===== config.mk =====
export PLATFORM = sky130hd
export DESIGN_NAME = load_store_unit_flat
export DESIGN_NICKNAME = d
export VERILOG_FILES = /design/src/rtl/load_store_unit_if.sv /design/src/rtl/load_store_unit.sv /design/src/flat_wrapper.sv
export SDC_FILE = /design/constraint.sdc
export NUM_CORES = 1
export LEC_CHECK = 0
export BUFFER_PORTS_ARGS = -buffer_cell sky130_fd_sc_hd__buf_2
export CAP_MARGIN = 10
export CORE_MARGIN = 1
export CORE_UTILIZATION = 47
export CTS_BUF_LIST = sky130_fd_sc_hd__clkbuf_8
export CTS_CLUSTER_DIAMETER = 60
export DETAILED_ROUTE_END_ITERATION = 10
export PLACE_DENSITY_LB_ADDON = 0.12
export SYNTH_ARGS = -nofsm -noshare
export SYNTH_HDL_FRONTEND = slang
export SYNTH_SLANG_ARGS = --single-unit

===== constraint.sdc =====
create_clock -name clk -period 2.6 [get_ports clk]
set_input_delay 0.39 -clock clk [delete_from_list [all_inputs] [get_ports clk]]
set_output_delay 0.39 -clock clk [all_outputs]
set_load 0.02 [all_outputs]

===== src/rtl/load_store_unit_if.sv =====
`default_nettype none
// +----------------------------------------------------------------------------+
// | Module      : load_store_unit_if                                           |
// | Description : CPU request/response and data-memory port bundle of the LSU. |
// | Revision    : 1.0 - initial release                                        |
// +----------------------------------------------------------------------------+
interface load_store_unit_if;
    logic        req_valid;
    logic        req_ready;
    logic        req_we;
    logic [2:0]  req_funct3;
    logic [31:0] req_addr;
    logic [31:0] req_wdata;
    logic        resp_valid;
    logic [31:0] resp_rdata;
    logic [1:0]  resp_err;
    logic        mem_req;
    logic        mem_we;
    logic [31:0] mem_addr;
    logic [3:0]  mem_be;
    logic [31:0] mem_wdata;
    logic        mem_ack;
    logic [31:0] mem_rdata;

    modport slave (
        input  req_valid, req_we, req_funct3, req_addr, req_wdata, mem_ack, mem_rdata,
        output req_ready, resp_valid, resp_rdata, resp_err,
        output mem_req, mem_we, mem_addr, mem_be, mem_wdata
    );

    modport master (
        output req_valid, req_we, req_funct3, req_addr, req_wdata, mem_ack, mem_rdata,
        input  req_ready, resp_valid, resp_rdata, resp_err,
        input  mem_req, mem_we, mem_addr, mem_be, mem_wdata
    );
endinterface
`default_nettype wire


===== src/rtl/load_store_unit.sv =====
`default_nettype none
// +----------------------------------------------------------------------------+
// | Module      : load_store_unit                                              |
// | Description : RV32I memory-access stage, one req/ack transaction in flight.|
// |               Optional WAIT timeout enabled by macro LSU_TIMEOUT_EN.        |
// | Revision    : 1.0 - initial release                                        |
// +----------------------------------------------------------------------------+
module load_store_unit #(
    parameter int TIMEOUT_CYCLES = 255
) (
    input  logic             clk,
    input  logic             reset,
    load_store_unit_if.slave bus
);
    typedef enum logic [1:0] {
        S_IDLE = 2'd0,
        S_WAIT = 2'd1,
        S_RESP = 2'd2
    } state_t;

    state_t      r_state, w_state_nxt;
    logic        r_mem_req, w_mem_req_nxt;
    logic        r_mem_we, w_mem_we_nxt;
    logic [31:0] r_mem_addr, w_mem_addr_nxt;
    logic [3:0]  r_mem_be, w_mem_be_nxt;
    logic [31:0] r_mem_wdata, w_mem_wdata_nxt;
    logic        r_resp_valid, w_resp_valid_nxt;
    logic [31:0] r_resp_rdata, w_resp_rdata_nxt;
    logic [1:0]  r_resp_err, w_resp_err_nxt;
    logic [2:0]  r_f3, w_f3_nxt;
    logic [1:0]  r_lo, w_lo_nxt;
    logic        r_we, w_we_nxt;

    logic        w_f3_legal;
    logic        w_misaligned;
    logic [3:0]  w_be;
    logic [31:0] w_wdata;
    logic [31:0] w_shift;
    logic [31:0] w_load_ext;
    logic        w_timeout;

    always_comb begin
        w_f3_legal = 1'b0;
        case (bus.req_funct3)
            3'b000, 3'b001, 3'b010: w_f3_legal = 1'b1;
            3'b100, 3'b101:         w_f3_legal = ~bus.req_we;
            default:                w_f3_legal = 1'b0;
        endcase
    end

    assign w_misaligned = ((bus.req_funct3[1:0] == 2'b01) && bus.req_addr[0]) ||
                          ((bus.req_funct3[1:0] == 2'b10) && (bus.req_addr[1:0] != 2'b00));

    always_comb begin
        w_be    = 4'b1111;
        w_wdata = bus.req_wdata;
        case (bus.req_funct3[1:0])
            2'b00: begin
                w_be    = 4'b0001 << bus.req_addr[1:0];
                w_wdata = {4{bus.req_wdata[7:0]}};
            end
            2'b01: begin
                w_be    = 4'b0011 << bus.req_addr[1:0];
                w_wdata = {2{bus.req_wdata[15:0]}};
            end
            default: begin
                w_be    = 4'b1111;
                w_wdata = bus.req_wdata;
            end
        endcase
    end

    // Bring the addressed lane down to bit 0 before extension.
    assign w_shift = bus.mem_rdata >> {r_lo, 3'b000};

    always_comb begin
        w_load_ext = w_shift;
        case (r_f3)
            3'b000:  w_load_ext = {{24{w_shift[7]}}, w_shift[7:0]};
            3'b001:  w_load_ext = {{16{w_shift[15]}}, w_shift[15:0]};
            3'b100:  w_load_ext = {24'h000000, w_shift[7:0]};
            3'b101:  w_load_ext = {16'h0000, w_shift[15:0]};
            default: w_load_ext = w_shift;
        endcase
    end

`ifdef LSU_TIMEOUT_EN
    localparam int c_cnt_w = ($clog2(TIMEOUT_CYCLES + 1) > 8) ? $clog2(TIMEOUT_CYCLES + 1) : 8;
    localparam logic [c_cnt_w-1:0] c_cnt_last = c_cnt_w'(TIMEOUT_CYCLES - 1);

    logic [c_cnt_w-1:0] r_cnt, w_cnt_nxt;

    // Counter is zero everywhere but WAIT, so it is clear on every entry.
    assign w_cnt_nxt = (r_state == S_WAIT) ? (r_cnt + 1'b1) : '0;
    assign w_timeout = (r_cnt == c_cnt_last);

    always_ff @(posedge clk or negedge reset) begin
        if (!reset) r_cnt <= '0;
        else        r_cnt <= w_cnt_nxt;
    end
`else
    logic w_unused_timeout;
    assign w_unused_timeout = (TIMEOUT_CYCLES > 0);
    assign w_timeout        = 1'b0;
`endif

    always_comb begin
        w_state_nxt      = r_state;
        w_mem_req_nxt    = r_mem_req;
        w_mem_we_nxt     = r_mem_we;
        w_mem_addr_nxt   = r_mem_addr;
        w_mem_be_nxt     = r_mem_be;
        w_mem_wdata_nxt  = r_mem_wdata;
        w_resp_valid_nxt = 1'b0;
        w_resp_rdata_nxt = 32'h0;
        w_resp_err_nxt   = 2'b00;
        w_f3_nxt         = r_f3;
        w_lo_nxt         = r_lo;
        w_we_nxt         = r_we;
        case (r_state)
            S_IDLE: begin
                if (bus.req_valid) begin
                    if (!w_f3_legal || w_misaligned) begin
                        w_resp_valid_nxt = 1'b1;
                        w_resp_err_nxt   = !w_f3_legal ? 2'b10 : 2'b01;
                        w_state_nxt      = S_RESP;
                    end else begin
                        w_f3_nxt        = bus.req_funct3;
                        w_lo_nxt        = bus.req_addr[1:0];
                        w_we_nxt        = bus.req_we;
                        w_mem_req_nxt   = 1'b1;
                        w_mem_we_nxt    = bus.req_we;
                        w_mem_addr_nxt  = {bus.req_addr[31:2], 2'b00};
                        w_mem_be_nxt    = w_be;
                        w_mem_wdata_nxt = w_wdata;
                        w_state_nxt     = S_WAIT;
                    end
                end
            end
            S_WAIT: begin
                if (bus.mem_ack || w_timeout) begin
                    w_mem_req_nxt    = 1'b0;
                    w_mem_we_nxt     = 1'b0;
                    w_mem_be_nxt     = 4'b0000;
                    w_resp_valid_nxt = 1'b1;
                    w_resp_err_nxt   = bus.mem_ack ? 2'b00 : 2'b11;
                    w_resp_rdata_nxt = (bus.mem_ack && !r_we) ? w_load_ext : 32'h0;
                    w_state_nxt      = S_RESP;
                end
            end
            S_RESP:  w_state_nxt = S_IDLE;
            default: w_state_nxt = S_IDLE;
        endcase
    end

    always_ff @(posedge clk or negedge reset) begin
        if (!reset) begin
            r_state      <= S_IDLE;
            r_mem_req    <= 1'b0;
            r_mem_we     <= 1'b0;
            r_mem_addr   <= 32'h0;
            r_mem_be     <= 4'b0000;
            r_mem_wdata  <= 32'h0;
            r_resp_valid <= 1'b0;
            r_resp_rdata <= 32'h0;
            r_resp_err   <= 2'b00;
            r_f3         <= 3'b000;
            r_lo         <= 2'b00;
            r_we         <= 1'b0;
        end else begin
            r_state      <= w_state_nxt;
            r_mem_req    <= w_mem_req_nxt;
            r_mem_we     <= w_mem_we_nxt;
            r_mem_addr   <= w_mem_addr_nxt;
            r_mem_be     <= w_mem_be_nxt;
            r_mem_wdata  <= w_mem_wdata_nxt;
            r_resp_valid <= w_resp_valid_nxt;
            r_resp_rdata <= w_resp_rdata_nxt;
            r_resp_err   <= w_resp_err_nxt;
            r_f3         <= w_f3_nxt;
            r_lo         <= w_lo_nxt;
            r_we         <= w_we_nxt;
        end
    end

    assign bus.req_ready  = (r_state == S_IDLE);
    assign bus.resp_valid = r_resp_valid;
    assign bus.resp_rdata = r_resp_rdata;
    assign bus.resp_err   = r_resp_err;
    assign bus.mem_req    = r_mem_req;
    assign bus.mem_we     = r_mem_we;
    assign bus.mem_addr   = r_mem_addr;
    assign bus.mem_be     = r_mem_be;
    assign bus.mem_wdata  = r_mem_wdata;
endmodule
`default_nettype wire


===== src/flat_wrapper.sv =====
// flat-port wrapper written by rule: the top's interface ports become plain ports
module load_store_unit_flat 
#(
    parameter int TIMEOUT_CYCLES = 255
)
  (clk, reset, bus_req_valid, bus_req_we, bus_req_funct3, bus_req_addr, bus_req_wdata, bus_mem_ack, bus_mem_rdata, bus_req_ready, bus_resp_valid, bus_resp_rdata, bus_resp_err, bus_mem_req, bus_mem_we, bus_mem_addr, bus_mem_be, bus_mem_wdata);
  load_store_unit_if bus_i ();
  input  logic clk;
  input  logic reset;
  input wire logic [$bits(bus_i.req_valid)-1:0] bus_req_valid;
  input wire logic [$bits(bus_i.req_we)-1:0] bus_req_we;
  input wire logic [$bits(bus_i.req_funct3)-1:0] bus_req_funct3;
  input wire logic [$bits(bus_i.req_addr)-1:0] bus_req_addr;
  input wire logic [$bits(bus_i.req_wdata)-1:0] bus_req_wdata;
  input wire logic [$bits(bus_i.mem_ack)-1:0] bus_mem_ack;
  input wire logic [$bits(bus_i.mem_rdata)-1:0] bus_mem_rdata;
  output wire logic [$bits(bus_i.req_ready)-1:0] bus_req_ready;
  output wire logic [$bits(bus_i.resp_valid)-1:0] bus_resp_valid;
  output wire logic [$bits(bus_i.resp_rdata)-1:0] bus_resp_rdata;
  output wire logic [$bits(bus_i.resp_err)-1:0] bus_resp_err;
  output wire logic [$bits(bus_i.mem_req)-1:0] bus_mem_req;
  output wire logic [$bits(bus_i.mem_we)-1:0] bus_mem_we;
  output wire logic [$bits(bus_i.mem_addr)-1:0] bus_mem_addr;
  output wire logic [$bits(bus_i.mem_be)-1:0] bus_mem_be;
  output wire logic [$bits(bus_i.mem_wdata)-1:0] bus_mem_wdata;
  assign bus_i.req_valid = bus_req_valid;
  assign bus_i.req_we = bus_req_we;
  assign bus_i.req_funct3 = bus_req_funct3;
  assign bus_i.req_addr = bus_req_addr;
  assign bus_i.req_wdata = bus_req_wdata;
  assign bus_i.mem_ack = bus_mem_ack;
  assign bus_i.mem_rdata = bus_mem_rdata;
  assign bus_req_ready = bus_i.req_ready;
  assign bus_resp_valid = bus_i.resp_valid;
  assign bus_resp_rdata = bus_i.resp_rdata;
  assign bus_resp_err = bus_i.resp_err;
  assign bus_mem_req = bus_i.mem_req;
  assign bus_mem_we = bus_i.mem_we;
  assign bus_mem_addr = bus_i.mem_addr;
  assign bus_mem_be = bus_i.mem_be;
  assign bus_mem_wdata = bus_i.mem_wdata;
  load_store_unit #(.TIMEOUT_CYCLES(TIMEOUT_CYCLES)) u_core (.clk(clk), .reset(reset), .bus(bus_i));
endmodule

After elaboration in Yosys (flattened, before gate mapping)
Cells that the tools add are included.

storage, ports and cells
  output and inout port bits = 106
  bits of input ports = 104
  bits in registers = 111

cells by class
  mux-type cells = 30
  bitwise operators = 2
  reductions and logical operators = 18
  equal/unequal tests = 13
  shift-type cells = 3

operator list
  operator               count
  $pmux W32 S4           1
  $mux W32               3
  $pmux W32 S2           1
  $shr A32 B5 Y32        1
  $pmux W4 S2            2
  $mux W2                7
  $eq A3 B3 Y1 const B   4
  $mux W4                3
  $mux W1                8
  $pmux W1 S2            4
  $eq A3 B1 Y1 const B   2
  $logic_not A3 Y1       2
  $ne A2 B2 Y1 const B   3
  $eq A2 B1 Y1 const B   2
  $logic_not A2 Y1       2
  $pmux W2 S2            1
  $reduce_and A4 Y1      1
  $reduce_bool A2 Y1     2
  $shl A1 B2 Y4 const A  1
  $shl A2 B2 Y4 const A  1
  $eq A3 B2 Y1 const B   1
  $logic_and A1 B1 Y1    3
  $reduce_and A3 Y1      1
  $reduce_or A3 Y1       1
  other kinds (6)        9

Longest topological paths before layout
Gate-level depths: netlist (run 1).

  word-level depth = 8
  depth in mapped cells = 7
  mapped depth without buffers = 4

Least setup slack after synthesis (run 1)
Ideal clock, no wire load.

  kind = input-to-reg
  start = input port bus_req_addr[0]
  end = register u_core.r_mem_addr[10], in the netlist u_core.bus.mem_addr[10]
  setup time = 0.125 ns
  data arrival time = 1.570 ns
  setup slack = 0.905 ns
  stages = 6
  data required time = 2.475 ns
  cells stage by stage = buf_2 > a221oi_4 > o21ai_2 > buf_6 > buf_6 > mux2_4

between the ends
  cells in the longest elaborated chain, start to end = 6
  elaborated cells on any way between the ends = 7
  those cells by class = bitwise (1); reduce/logical (6)

ends and longest elaborated chain
  element                        line                    source
  start: declaration             flat_wrapper.sv:13      input wire logic [$bits(bus_i.req_addr)-1:0] bus_req_addr;
  $reduce_bool A2 Y1             load_store_unit.sv:52   ((bus.req_funct3[1:0] == 2'b10) && (bus.req_addr[1:0] != 2'b00));
  $logic_and A1 B1 Y1            load_store_unit.sv:52
  $logic_or A1 B1 Y1 *           load_store_unit.sv:51   assign w_misaligned = ((bus.req_funct3[1:0] == 2'b01) && bus.req_addr[0]) ||
  $logic_or A1 B1 Y1 *           load_store_unit.sv:123  if (!w_f3_legal || w_misaligned) begin
  $not A1 Y1 (no line) *         --
  $reduce_and A3 Y1 (no line) *  --
  end signal: assignment         load_store_unit.sv:174  r_mem_addr <= w_mem_addr_nxt;
  end: declaration               load_store_unit.sv:24   logic [31:0] r_mem_addr, w_mem_addr_nxt;

Mark *: on every way between the ends. The rest lies on a longest branch, timed or not.
A chain may end at the register's enable or synchronous reset.

Worst setup path in the final report (run 1)
  start = register u_core.r_lo[1]
  end = register u_core.r_resp_rdata[16], in the netlist u_core.bus.resp_rdata[16]

between the ends
  cells in the longest elaborated chain, start to end = 5

ends and longest elaborated chain
  element                          line                    source
  start: declaration               load_store_unit.sv:31   logic [1:0] r_lo, w_lo_nxt;
  start signal: assignment         load_store_unit.sv:181  r_lo <= w_lo_nxt;
  $shr A32 B5 Y32                  load_store_unit.sv:74   assign w_shift = bus.mem_rdata >> {r_lo, 3'b000};
  $pmux W32 S4                     load_store_unit.sv:78   case (r_f3)
  $mux W32                         load_store_unit.sv:147  w_resp_rdata_nxt = (bus.mem_ack && !r_we) ? w_load_ext : 32'h0;
  $mux W32                         load_store_unit.sv:141  if (bus.mem_ack || w_timeout) begin
  $mux W32                         load_store_unit.sv:120  case (r_state)
  net u_core.w_resp_rdata_nxt[16]  load_store_unit.sv:28   logic [31:0] r_resp_rdata, w_resp_rdata_nxt;
  end signal: assignment           load_store_unit.sv:178  r_resp_rdata <= w_resp_rdata_nxt;
  end: declaration                 load_store_unit.sv:28

The timed path passes the listed nets, and every way through them passes these cells.

==> results.cfg, run 1 <==
[route]
via_count = 3896
post-route-drc-count = 0
finalWirelength_um = 11800
viasPerCell = 5.14
drtPass1Iterations = 4
wl_per_cell_um = 15.5
antenna_left = 0
drt-initial-drc-count = 141

[clocking]
tritoncts = yes
insertion_delay_to_the_later_sink_of_the_worst_skew_pair_ns = 0.37
clock_tree.buffer_depth = 2
htree_num_levels = 3
postCtsResizedCells = 0
cts_made_buffers = 9
cts.sinks = 111
ctsRootBufferMaster = sky130_fd_sc_hd__clkbuf_8
cts.hold.buffers_added = 0
setup_bufs_post_cts = 0
worst_setup_hold_path_clk_slew_ns = 0.10

[pwr]
power-per-cell-area_nw_per_um2 = 896
leakagePower_nw = 3.50
vdd_ir_drop_max_mv = 0.464
design_power_total_mw = 5.72

[yosys]
post-synth-top-count-cell = sky130_fd_sc_hd__dfrtp_1
syn_avg_cell_area_um2 = 12.0
synth_top_family_by_area = multiplexers
synth_compound_area_share_pct = 11.6
yosys.area_share.xor_xnor_pct = 0
edff_count_synth = 0
commonest_cells_post_synth = sky130_fd_sc_hd__dfrtp_1 (111), sky130_fd_sc_hd__o21ai_0 (42), sky130_fd_sc_hd__mux2i_1 (41), sky130_fd_sc_hd__nand2_1 (37), sky130_fd_sc_hd__mux2_4 (30)
syn_area_um2 = 5060
synth-seq-cells = 111
synthCells = 421
netlist-cell-type-count = 40
yosys-mux-area-fraction_pct = 20.4
synth-seq-area-share_pct = 54.9
ys.flop_type = sky130_fd_sc_hd__dfrtp_1
ys.warnings.count = 0
postSynth.asyncResetShare_pct = 100
post-synth-top-area-cell = sky130_fd_sc_hd__dfrtp_1
synth-simple-area-share_pct = 9.15
adder_cell_area_share_of_the_yosys_netlist_pct = 0
synth_area_leaders = sky130_fd_sc_hd__dfrtp_1 (55%), sky130_fd_sc_hd__mux2_4 (8.9%), sky130_fd_sc_hd__mux2i_1 (8.1%)
synthDominantCellAreaShare_pct = 54.9

[floorplan]
core.rowCount = 37
io_pins = 210
core_area_um2 = 10400
die_width_um = 106
floorplan.initialDensity_pct = 48.8
fp.dieArea_um2 = 11200
floorplan.die.height_um = 106

[worst_setup_path]
cp.required_ns = 2.80
critPathCaptureType = flop
critical_path.slowest_cell = sky130_fd_sc_hd__dfrtp_1
critical_path_arrival_ns = 2.17
critical_path.n_buffers_inverters = 0
rrSetupSlack_ns = 0.64
setup.worst_path.class = reg2reg
crit_path_cell_trace = nor2b_1 -> o2bb2ai_1 -> o2111ai_1 -> o21ai_0
crit-reg2reg-launch = u_core.r_lo[1]
rr_endpoint = u_core.bus.resp_rdata[16]
worst_path_dominant_cell_family = compound AO/OA/AOI/OAI gates
timing.reg2reg.worst_path_depth = 4
timing.critical_path.slowest_cell_delay_ns = 0.59
critPathLaunchType = flop
timing.critical_path.fanout_max = 18

[finish]
nNetsFinal = 722
final_util_pct = 61.6
area_of_combinational_cells_with_multiple_inputs_um2 = 2100
layout.filler_cells = 915
ff_latch_area_um2 = 2780
synthToLayoutAreaGrowth_pct = 26.3
drive_gt1_share_pct = 46.0
antenna_cells = 0
final_cell_area_um2 = 6390

[timing]
fmax_mhz = 510
min_period_over_period_pct = 75.5
report.final.slew_viol_count = 0
worst-slew-pin-transition_ns = 0.651
unrepaired_setup_endpoints_after_global_routing = no
finalSetupTns_ns = 0
finClkSkew_ns = 0.0126
timing.slew.headroom_pct = 56.6
setup_viol_count_final = 0
final_period_minus_worst_setup_slack_ns = 1.96
finalHoldViolCount = 0
timing.final.ws_setup_ns = 0.637

[place]
placement.io_buffers = 207
half_perimeter_wire_length_of_the_detailed_placement_result_um = 8670
placed_area_um2 = 6190
pre_cts_ws_ns = 0.712
finalWeightedCongestion = 0.796

[flow_run]
number_of_max_capacitance_violations_reported = 0

[global_routing]
overall_overflow_remaining_after_global_route = 0
first_pass_grt_wire_length_um = 18700
antenna_found_initial = 0
grt_start_max_net_pins = 56
vias_in_the_first_global_route = 3875
grt_usage_pct = 21.5

[worst_hold_path]
min_path_type = in2async

[run_status]
result_of_the_run = finished clean
[worst max-delay path by stage]
stage / start / end / slack (ns) / cells after the start
2_1_floorplan: bus_req_addr[0] / u_core.bus.mem_addr[10] / 0.90 / 6
6_report: u_core.r_lo[1] / u_core.bus.resp_rdata[16] / 0.64 / 4
5_1_grt: u_core.r_lo[1] / u_core.bus.resp_rdata[21] / 0.48 / 4
4_1_cts: u_core.r_lo[1] / u_core.bus.resp_rdata[16] / 0.69 / 4
3_5_place_dp: u_core.r_lo[1] / u_core.bus.resp_rdata[16] / 0.71 / 4
3_3_place_gp: bus_mem_ack / u_core.bus.resp_rdata[27] / 0.78 / 5
[cell usage in the layout (no fill, tap or decap), drive strengths merged, types with 2 or more instances in the layout]
master and instances:
a211oi 14, a21o 8, a21oi 21, and2 6
buf 218, clkbuf 10, clkinv 3, conb 2
dfrtp 111, inv 2, mux2 45, mux2i 41
nand2 37, nand2b 2, nand3 4, nor2 25
nor2b 9, nor3 2, o21ai 43, o22ai 2
o31ai 2, or2 2
[flip-flops by register name, indices dropped and copies added (netlist names)]
name / flops
u_core.r_lo: 2
u_core.bus.mem_req: 1
u_core.bus.mem_addr: 30
u_core.bus.resp_err: 2
u_core.bus.mem_be: 4
u_core.bus.mem_wdata: 32
u_core.bus.resp_valid: 1
u_core.r_we: 1
u_core.bus.mem_we: 1
u_core.r_f3: 3
u_core.r_state: 2
u_core.bus.resp_rdata: 32
[where the power goes]
part	total (mW)	internal (mW)	switching (mW)
Sequential	2.46	2.18	0.278
Combinational	2.21	0.935	1.27
Clock	1.05	0.470	0.583
[layout make-up]
class	count	area share, %
clock inverters	5	0.901
multi-input cells	277	32.8
repair buffers	218	17.9
inverters	1	0.0588
flip-flops and latches	111	43.5
clock buffers	10	2.15
well taps	136	2.66
[layer usage]
layer,vias to the layer above,share of wire [%],track usage (%)
met5,-,0,0
met4,0,1.3,6.55
met3,14,7.0,6.43
met2,150,50,35.9
met1,1874,42,26.7
li1,1858,-,-
[kinds of logic after synthesis]
| family | after synthesis |
|---|---|
| compound gates | 96 |
| flops | 111 |
| buf+inv | 34 |
| simple gates | 93 |
| mux | 86 |
| other cells | 1 |
[through the flow]
step           hold WS, ns  instances
3_5_place_dp         0.459        743
6_report            0.0368        758
5_1_grt             0.0676        758
3_3_place_gp         0.453        743
4_1_cts             0.0526        758
2_1_floorplan       0.0944        422
Power figures use the tool's default switching activity.
==> run 2, diff against run 1 <==
--- a/config.mk
+++ b/config.mk
@@ -5,10 +5,11 @@
 export SDC_FILE = /design/constraint.sdc
 export NUM_CORES = 1
 export LEC_CHECK = 0
+export ABC_AREA = 1
 export BUFFER_PORTS_ARGS = -buffer_cell sky130_fd_sc_hd__buf_2
 export CAP_MARGIN = 10
 export CORE_MARGIN = 1
-export CORE_UTILIZATION = 47
+export CORE_UTILIZATION = 45
 export CTS_BUF_LIST = sky130_fd_sc_hd__clkbuf_8
 export CTS_CLUSTER_DIAMETER = 60
 export DETAILED_ROUTE_END_ITERATION = 10
==> constraint.sdc (replaced) <==
create_clock -name clk -period 1.7 [get_ports clk]
set_input_delay 0.255 -clock clk [delete_from_list [all_inputs] [get_ports clk]]
set_output_delay 0.255 -clock clk [all_outputs]
set_load 0.02 [all_outputs]
==> run 2 against run 1 <==
Compared with the run above: first-iteration DRC count up 79%; power up 86%; clock-buffer cell count up 1; critical path type is now reg2out.
==> results.cfg, run 2 <==
[floorplan]
core.rowCount = 38
core_area_um2 = 10800
io_pins = 210
die_width_um = 107
floorplan.die.height_um = 107
floorplan.initialDensity_pct = 46.2
fp.dieArea_um2 = 11500

[timing]
final_period_minus_worst_setup_slack_ns = 1.48
unrepaired_setup_endpoints_after_global_routing = no
setup_viol_count_final = 0
finalHoldViolCount = 0
finClkSkew_ns = 0.00633
min_period_over_period_pct = 87.1
report.final.slew_viol_count = 0
timing.final.ws_setup_ns = 0.219
fmax_mhz = 675
finalSetupTns_ns = 0

[yosys]
commonest_cells_post_synth = sky130_fd_sc_hd__nand2_1 (340), sky130_fd_sc_hd__dfrtp_1 (111), sky130_fd_sc_hd__o21ai_0 (30), sky130_fd_sc_hd__nor2_1 (26)
post-synth-top-area-cell = sky130_fd_sc_hd__dfrtp_1
netlist-cell-type-count = 27
edff_count_synth = 0
yosys.area_share.xor_xnor_pct = 0
synth_area_leaders = sky130_fd_sc_hd__dfrtp_1 (56%), sky130_fd_sc_hd__nand2_1 (26%), sky130_fd_sc_hd__o21ai_0 (3.0%)
syn_area_um2 = 4980
syn_avg_cell_area_um2 = 7.86
ys.warnings.count = 0
ys.flop_type = sky130_fd_sc_hd__dfrtp_1
synth_top_family_by_area = simple AND/OR/NAND/NOR gates
post-synth-top-count-cell = sky130_fd_sc_hd__nand2_1
synthDominantCellAreaShare_pct = 55.8
yosys-mux-area-fraction_pct = 0
adder_cell_area_share_of_the_yosys_netlist_pct = 0
synth-seq-cells = 111
synthCells = 634
synth-simple-area-share_pct = 30.0
synth_compound_area_share_pct = 7.96
synth-seq-area-share_pct = 55.8
postSynth.asyncResetShare_pct = 100

[route]
viasPerCell = 4.81
post-route-drc-count = 0
via_count = 4722
wl_per_cell_um = 12.9
finalWirelength_um = 12700
drtPass1Iterations = 5
antenna_left = 0
drt-initial-drc-count = 252

[finish]
antenna_cells = 0
final_util_pct = 59.7
drive_gt1_share_pct = 29.7
final_cell_mix = sky130_fd_sc_hd__nand2_1 (340), sky130_fd_sc_hd__buf_2 (206), sky130_fd_sc_hd__dfrtp_1 (111)
nNetsFinal = 941
final_cell_area_um2 = 6440
most_frequent_standard_cell_in_the_layout_excluding_fill_and_tap_cells = sky130_fd_sc_hd__nand2_1
synthToLayoutAreaGrowth_pct = 29.3

[global_routing]
first_pass_grt_wire_length_um = 21200
grt_usage_pct = 23.4
grt_start_max_net_pins = 76
overall_overflow_remaining_after_global_route = 0
antenna_found_initial = 0
vias_in_the_first_global_route = 4510

[clocking]
cts_made_buffers = 9
ctsRootBufferMaster = sky130_fd_sc_hd__clkbuf_8
postCtsResizedCells = 0
clock_tree.buffer_depth = 2
worst_setup_hold_path_clk_slew_ns = 0.10
tritoncts = yes
insertion_delay_to_the_later_sink_of_the_worst_skew_pair_ns = 0.36
htree_num_levels = 3
cts.sinks = 111

[worst_hold_path]
holdCritStartpoint = bus_req_addr[25]
worst_hold_path.endpoint = u_core.bus.mem_addr[25]
min_path_type = in2reg
hold_path_depth = 3

[worst_setup_path]
critical_path.n_buffers_inverters = 2
timing.reg2reg.worst_path_depth = 7
timing.critical_path.fanout_max = 2
crit-reg2reg-launch = u_core.r_state[1]
critical_path.slowest_cell = sky130_fd_sc_hd__dfrtp_1
rrSetupSlack_ns = 0.23
critPathCaptureType = output port
rr_endpoint = u_core.bus.mem_addr[16]
critPathLaunchType = flop
worst_path_dominant_cell_family = flip-flops
critical_path_arrival_ns = 1.23
setup.worst_path.class = reg2out
timing.critical_path.slowest_cell_delay_ns = 0.39
cp.required_ns = 1.44
crit_path_cell_trace = nor2_1 -> buf_4 -> buf_2

[place]
half_perimeter_wire_length_of_the_detailed_placement_result_um = 9340
finalWeightedCongestion = 0.876
pre_cts_ws_ns = 0.143
placed_area_um2 = 6200
placement.io_buffers = 207

[pwr]
leakagePower_nw = 3.86
vdd_ir_drop_max_mv = 0.792
power-per-cell-area_nw_per_um2 = 1660

[run_status]
result_of_the_run = finished clean

[flow_run]
number_of_max_capacitance_violations_reported = 0
[run 2: cell count changes after synthesis, moves of 7 or more]
cell / previous run / this run
sky130_fd_sc_hd__a21o_1: 8 / 0
sky130_fd_sc_hd__nor2b_1: 9 / 0
sky130_fd_sc_hd__mux2_4: 30 / 0
sky130_fd_sc_hd__mux2i_1: 41 / 0
sky130_fd_sc_hd__a31oi_1: 0 / 7
sky130_fd_sc_hd__a211oi_1: 14 / 1
sky130_fd_sc_hd__buf_4: 3 / 11
sky130_fd_sc_hd__o211ai_1: 1 / 8
sky130_fd_sc_hd__inv_1: 1 / 24
sky130_fd_sc_hd__nand2_1: 37 / 340
sky130_fd_sc_hd__o21ai_0: 42 / 30
sky130_fd_sc_hd__nand3_1: 4 / 12
sky130_fd_sc_hd__mux2_2: 15 / 0
[run 2: metal layers]
layer,track usage [%],part of all wire [%],vias up
met5,0,0,-
met4,8.61,1.8,0
met3,4.92,6.7,18
met2,38.0,48,164
met1,30.8,43,2176
li1,-,-,2364
[run 2: final cells by class]
class                           count  area [um^2]
Clock buffer                       11          151
Clock inverter                      5         78.8
Fill cell                        1028         4350
Inverter                           29          109
Multi-Input combinational cell    460         1900
Sequential cell                   111         2780
Tap cell                          140          175
Timing Repair Buffer              226         1250
[run 2: repair_timing]
action,in CTS,in global routing
buffers inserted,0,0
endpoints found under the hold margin,111,0
hold buffers,1,0
[run 2: worst max path at each step]
| stage | start | to | cells past startpoint |
|---|---|---|---|
| 6_report | u_core.r_state[1] | bus_req_ready | 3 |
| 5_1_grt | u_core.r_state[1] | u_core.bus.mem_addr[13] | 7 |
| 4_1_cts | u_core.r_state[1] | bus_req_ready | 3 |
| 3_5_place_dp | bus_req_funct3[0] | u_core.bus.mem_addr[16] | 9 |
| 3_3_place_gp | bus_req_funct3[1] | u_core.bus.mem_addr[24] | 9 |
| 2_1_floorplan | u_core.r_state[1] | u_core.bus.mem_addr[10] | 8 |
[run 2: worst min-delay path, delay by kind of cell]
| family | cells | cell delay (ns) |
|---|---|---|
| buf+inv | 1 | 0.07 |
| simple gates | 2 | 0.09 |
[run 2: through the flow]
step                hold slack [ns]  std cells  total power [mW]
finish                       0.0839        982              10.7
global route                 0.0696        982              11.5
CTS                          0.0698        982              10.8
detailed placement            0.273        965              8.97
global placement              0.273        965              8.88
floorplan                   -0.0406        635              7.23
[run 2: kinds of logic after synthesis]
family,after synthesis
other,1
AOI/OAI and AO/OA,72
and+or+nand+nor,386
buffers and inverters,64
DFF,111
[run 2: power breakdown]
group / switching [mW] / internal, mW / total, mW
Combinational: 3.16 / 1.58 / 4.74
Clock: 0.859 / 0.912 / 1.77
Sequential: 0.556 / 3.60 / 4.15
==> run 3, diff against run 2 <==
--- a/config.mk
+++ b/config.mk
@@ -5,7 +5,7 @@
 export SDC_FILE = /design/constraint.sdc
 export NUM_CORES = 1
 export LEC_CHECK = 0
-export ABC_AREA = 1
+export ABC_AREA = 0
 export BUFFER_PORTS_ARGS = -buffer_cell sky130_fd_sc_hd__buf_2
 export CAP_MARGIN = 10
 export CORE_MARGIN = 1
==> run 3 against run 2 <==
Compared with the run above: core utilization grew 0.70 points; sequential power shrank 9.9%; worst setup slack lost 0.13 ns; clock-buffer cell count is the same; via count shrank 17%; global-route usage shrank 2.0 points; largest cell class unchanged; highest routed layer unchanged.
==> results.cfg, run 3 (synthesis gave the netlist of run 1 again) <==
[run_status]
result_of_the_run = finished clean

[worst_setup_path]
critical_path.slowest_cell = sky130_fd_sc_hd__dfrtp_1
critPathLaunchType = flop
cp.required_ns = 1.97
setup.worst_path.class = reg2reg
critPathCaptureType = flop
worst_path_dominant_cell_family = compound AO/OA/AOI/OAI gates
critical_path.n_buffers_inverters = 0
critical_path_arrival_ns = 1.89
timing.critical_path.fanout_max = 8
crit_path_cell_trace = mux2_2 -> o31a_1 -> o2111a_2 -> a21o_1
timing.critical_path.slowest_cell_delay_ns = 0.46

[clocking]
worst_setup_hold_path_clk_slew_ns = 0.10
insertion_delay_to_the_later_sink_of_the_worst_skew_pair_ns = 0.38
ctsRootBufferMaster = sky130_fd_sc_hd__clkbuf_8
cts.sinks = 111
tritoncts = yes
setup_bufs_post_cts = 0
cts_made_buffers = 9
htree_num_levels = 3
clock_tree.buffer_depth = 2

[pwr]
pwr-share-comb_pct = 39.1
vdd_ir_drop_max_mv = 0.785
power-per-cell-area_nw_per_um2 = 1380
sw_frac_of_total_pct = 36.4
power_report.internal_total_mw = 5.78
pwr-share-clk_pct = 19.8
sequentialPowerShare_pct = 41.1
leakagePower_nw = 3.58
net-switching-power_mw = 3.31

[finish]
nNetsFinal = 735
most_frequent_standard_cell_in_the_layout_excluding_fill_and_tap_cells = sky130_fd_sc_hd__buf_2
synthToLayoutAreaGrowth_pct = 29.9
drive_gt1_share_pct = 47.5
final_util_pct = 60.4
antenna_cells = 0
layout.filler_cells = 984
final_cell_mix = sky130_fd_sc_hd__buf_2 (206), sky130_fd_sc_hd__dfrtp_1 (111), sky130_fd_sc_hd__o21ai_0 (42)

[route]
post-route-drc-count = 0
finalWirelength_um = 12100
antenna_left = 0
via_count = 3926
wl_per_cell_um = 15.6
viasPerCell = 5.06
drtPass1Iterations = 4
drt-initial-drc-count = 105

[floorplan]
floorplan.initialDensity_pct = 46.5
core.rowCount = 38
io_pins = 210
die_width_um = 108
core_area_um2 = 10900
fp.dieArea_um2 = 11700
floorplan.die.height_um = 108

[global_routing]
antenna_found_initial = 0
grt_usage_pct = 21.4
vias_in_the_first_global_route = 3880
grt_start_max_net_pins = 70
first_pass_grt_wire_length_um = 19100
overall_overflow_remaining_after_global_route = 0

[timing]
fmax_mhz = 619
finClkSkew_ns = 0.0123
min_period_over_period_pct = 95.0
finalSetupTns_ns = 0
finalHoldViolCount = 0
setup_viol_count_final = 0
unrepaired_setup_endpoints_after_global_routing = no
final_period_minus_worst_setup_slack_ns = 1.61
report.final.slew_viol_count = 0

[flow_run]
number_of_max_capacitance_violations_reported = 0

[place]
finalWeightedCongestion = 0.820
half_perimeter_wire_length_of_the_detailed_placement_result_um = 8860
placement.io_buffers = 207

[worst_hold_path]
min_path_type = in2reg
run 3: cell count changes in the layout (fill, tap and decap cells not counted), moves of 8 or more:
cell	previous run	this run
sky130_fd_sc_hd__a211oi_1	1	14
sky130_fd_sc_hd__a21o_1	0	8
sky130_fd_sc_hd__inv_1	24	1
sky130_fd_sc_hd__mux2_2	0	15
sky130_fd_sc_hd__mux2_4	0	30
sky130_fd_sc_hd__mux2i_1	0	41
sky130_fd_sc_hd__nand2_1	340	37
sky130_fd_sc_hd__nand3_1	12	4
sky130_fd_sc_hd__nor2b_1	0	9
sky130_fd_sc_hd__o21ai_0	30	42
run 3: per-stage QoR:
stage | hold slack (ns) | instances | area (um^2) | power (mW) | setup slack, ns
2_1_floorplan | -0.0406 | 422 | 5060 | 6.04 | 0.107
3_3_place_gp | 0.0844 | 759 | 6310 | 7.24 | 0.0773
3_5_place_dp | 0.0827 | 759 | 6310 | 7.33 | 0.0213
4_1_cts | 0.0607 | 776 | 6560 | 9.16 | 0.0281
5_1_grt | 0.0840 | 776 | 6570 | 9.62 | 0.0212
6_report | 0.0855 | 776 | 6570 | 9.09 | 0.0854
run 3: repair_timing:
action,CTS,global route
resized for setup,1,3
hold buffers,1,0
endpoints found under the hold margin,111,0
setup endpoints to repair,2,10
run 3: worst paths after layout:
check                           slack (ns)  cells past startpoint                from                         to
worst max-delay path                  0.09                      4      u_core.r_lo[0]  u_core.bus.resp_rdata[24]
worst min-delay path                  0.09                      2         bus_mem_ack          u_core.r_state[0]
worst max register to register        0.09                      4      u_core.r_lo[0]  u_core.bus.resp_rdata[24]
worst min register to register        0.48                      2  u_core.bus.mem_req         u_core.bus.mem_req
max in group asynchronous             0.89                      3               reset          u_core.r_state[0]
min in group asynchronous             0.22                      2               reset  u_core.bus.resp_rdata[18]
run 3: metal layers:
metal | up-vias | track usage (%) | wire length (um)
met3 | 15 | 5.12 | 888
met4 | 0 | 9.30 | 206
li1 | 1888 | - | -
met2 | 138 | 35.0 | 5730
met1 | 1885 | 27.0 | 5290
met5 | - | 0 | 0
run 3: cell type report:
type / count / area [um^2] / area share (%)
Inverter: 1 / 3.75 / 0.0571
Sequential cell: 111 / 2780 / 42.3
Timing Repair Buffer: 231 / 1270 / 19.4
Tap cell: 140 / 175 / 2.67
Multi-Input combinational cell: 277 / 2110 / 32.1
Clock inverter: 5 / 80.1 / 1.22
Clock buffer: 11 / 151 / 2.30
run 3: power groups by stage:
stage	registers [mW]	clock network (mW)	logic (mW)
final	3.74	1.80	3.55
after global routing	3.83	1.94	3.85
after CTS	3.74	1.85	3.57
after detailed placement	3.77	0	3.55
after global placement	3.74	0	3.51
after floorplan	4.55	0	1.49
run 3: worst reg2reg max path, cell delays in order (launching register included):
cell,delay [ns]
sky130_fd_sc_hd__dfrtp_1,0.46
sky130_fd_sc_hd__mux2_2,0.38
sky130_fd_sc_hd__o31a_1,0.27
sky130_fd_sc_hd__o2111a_2,0.23
sky130_fd_sc_hd__a21o_1,0.18
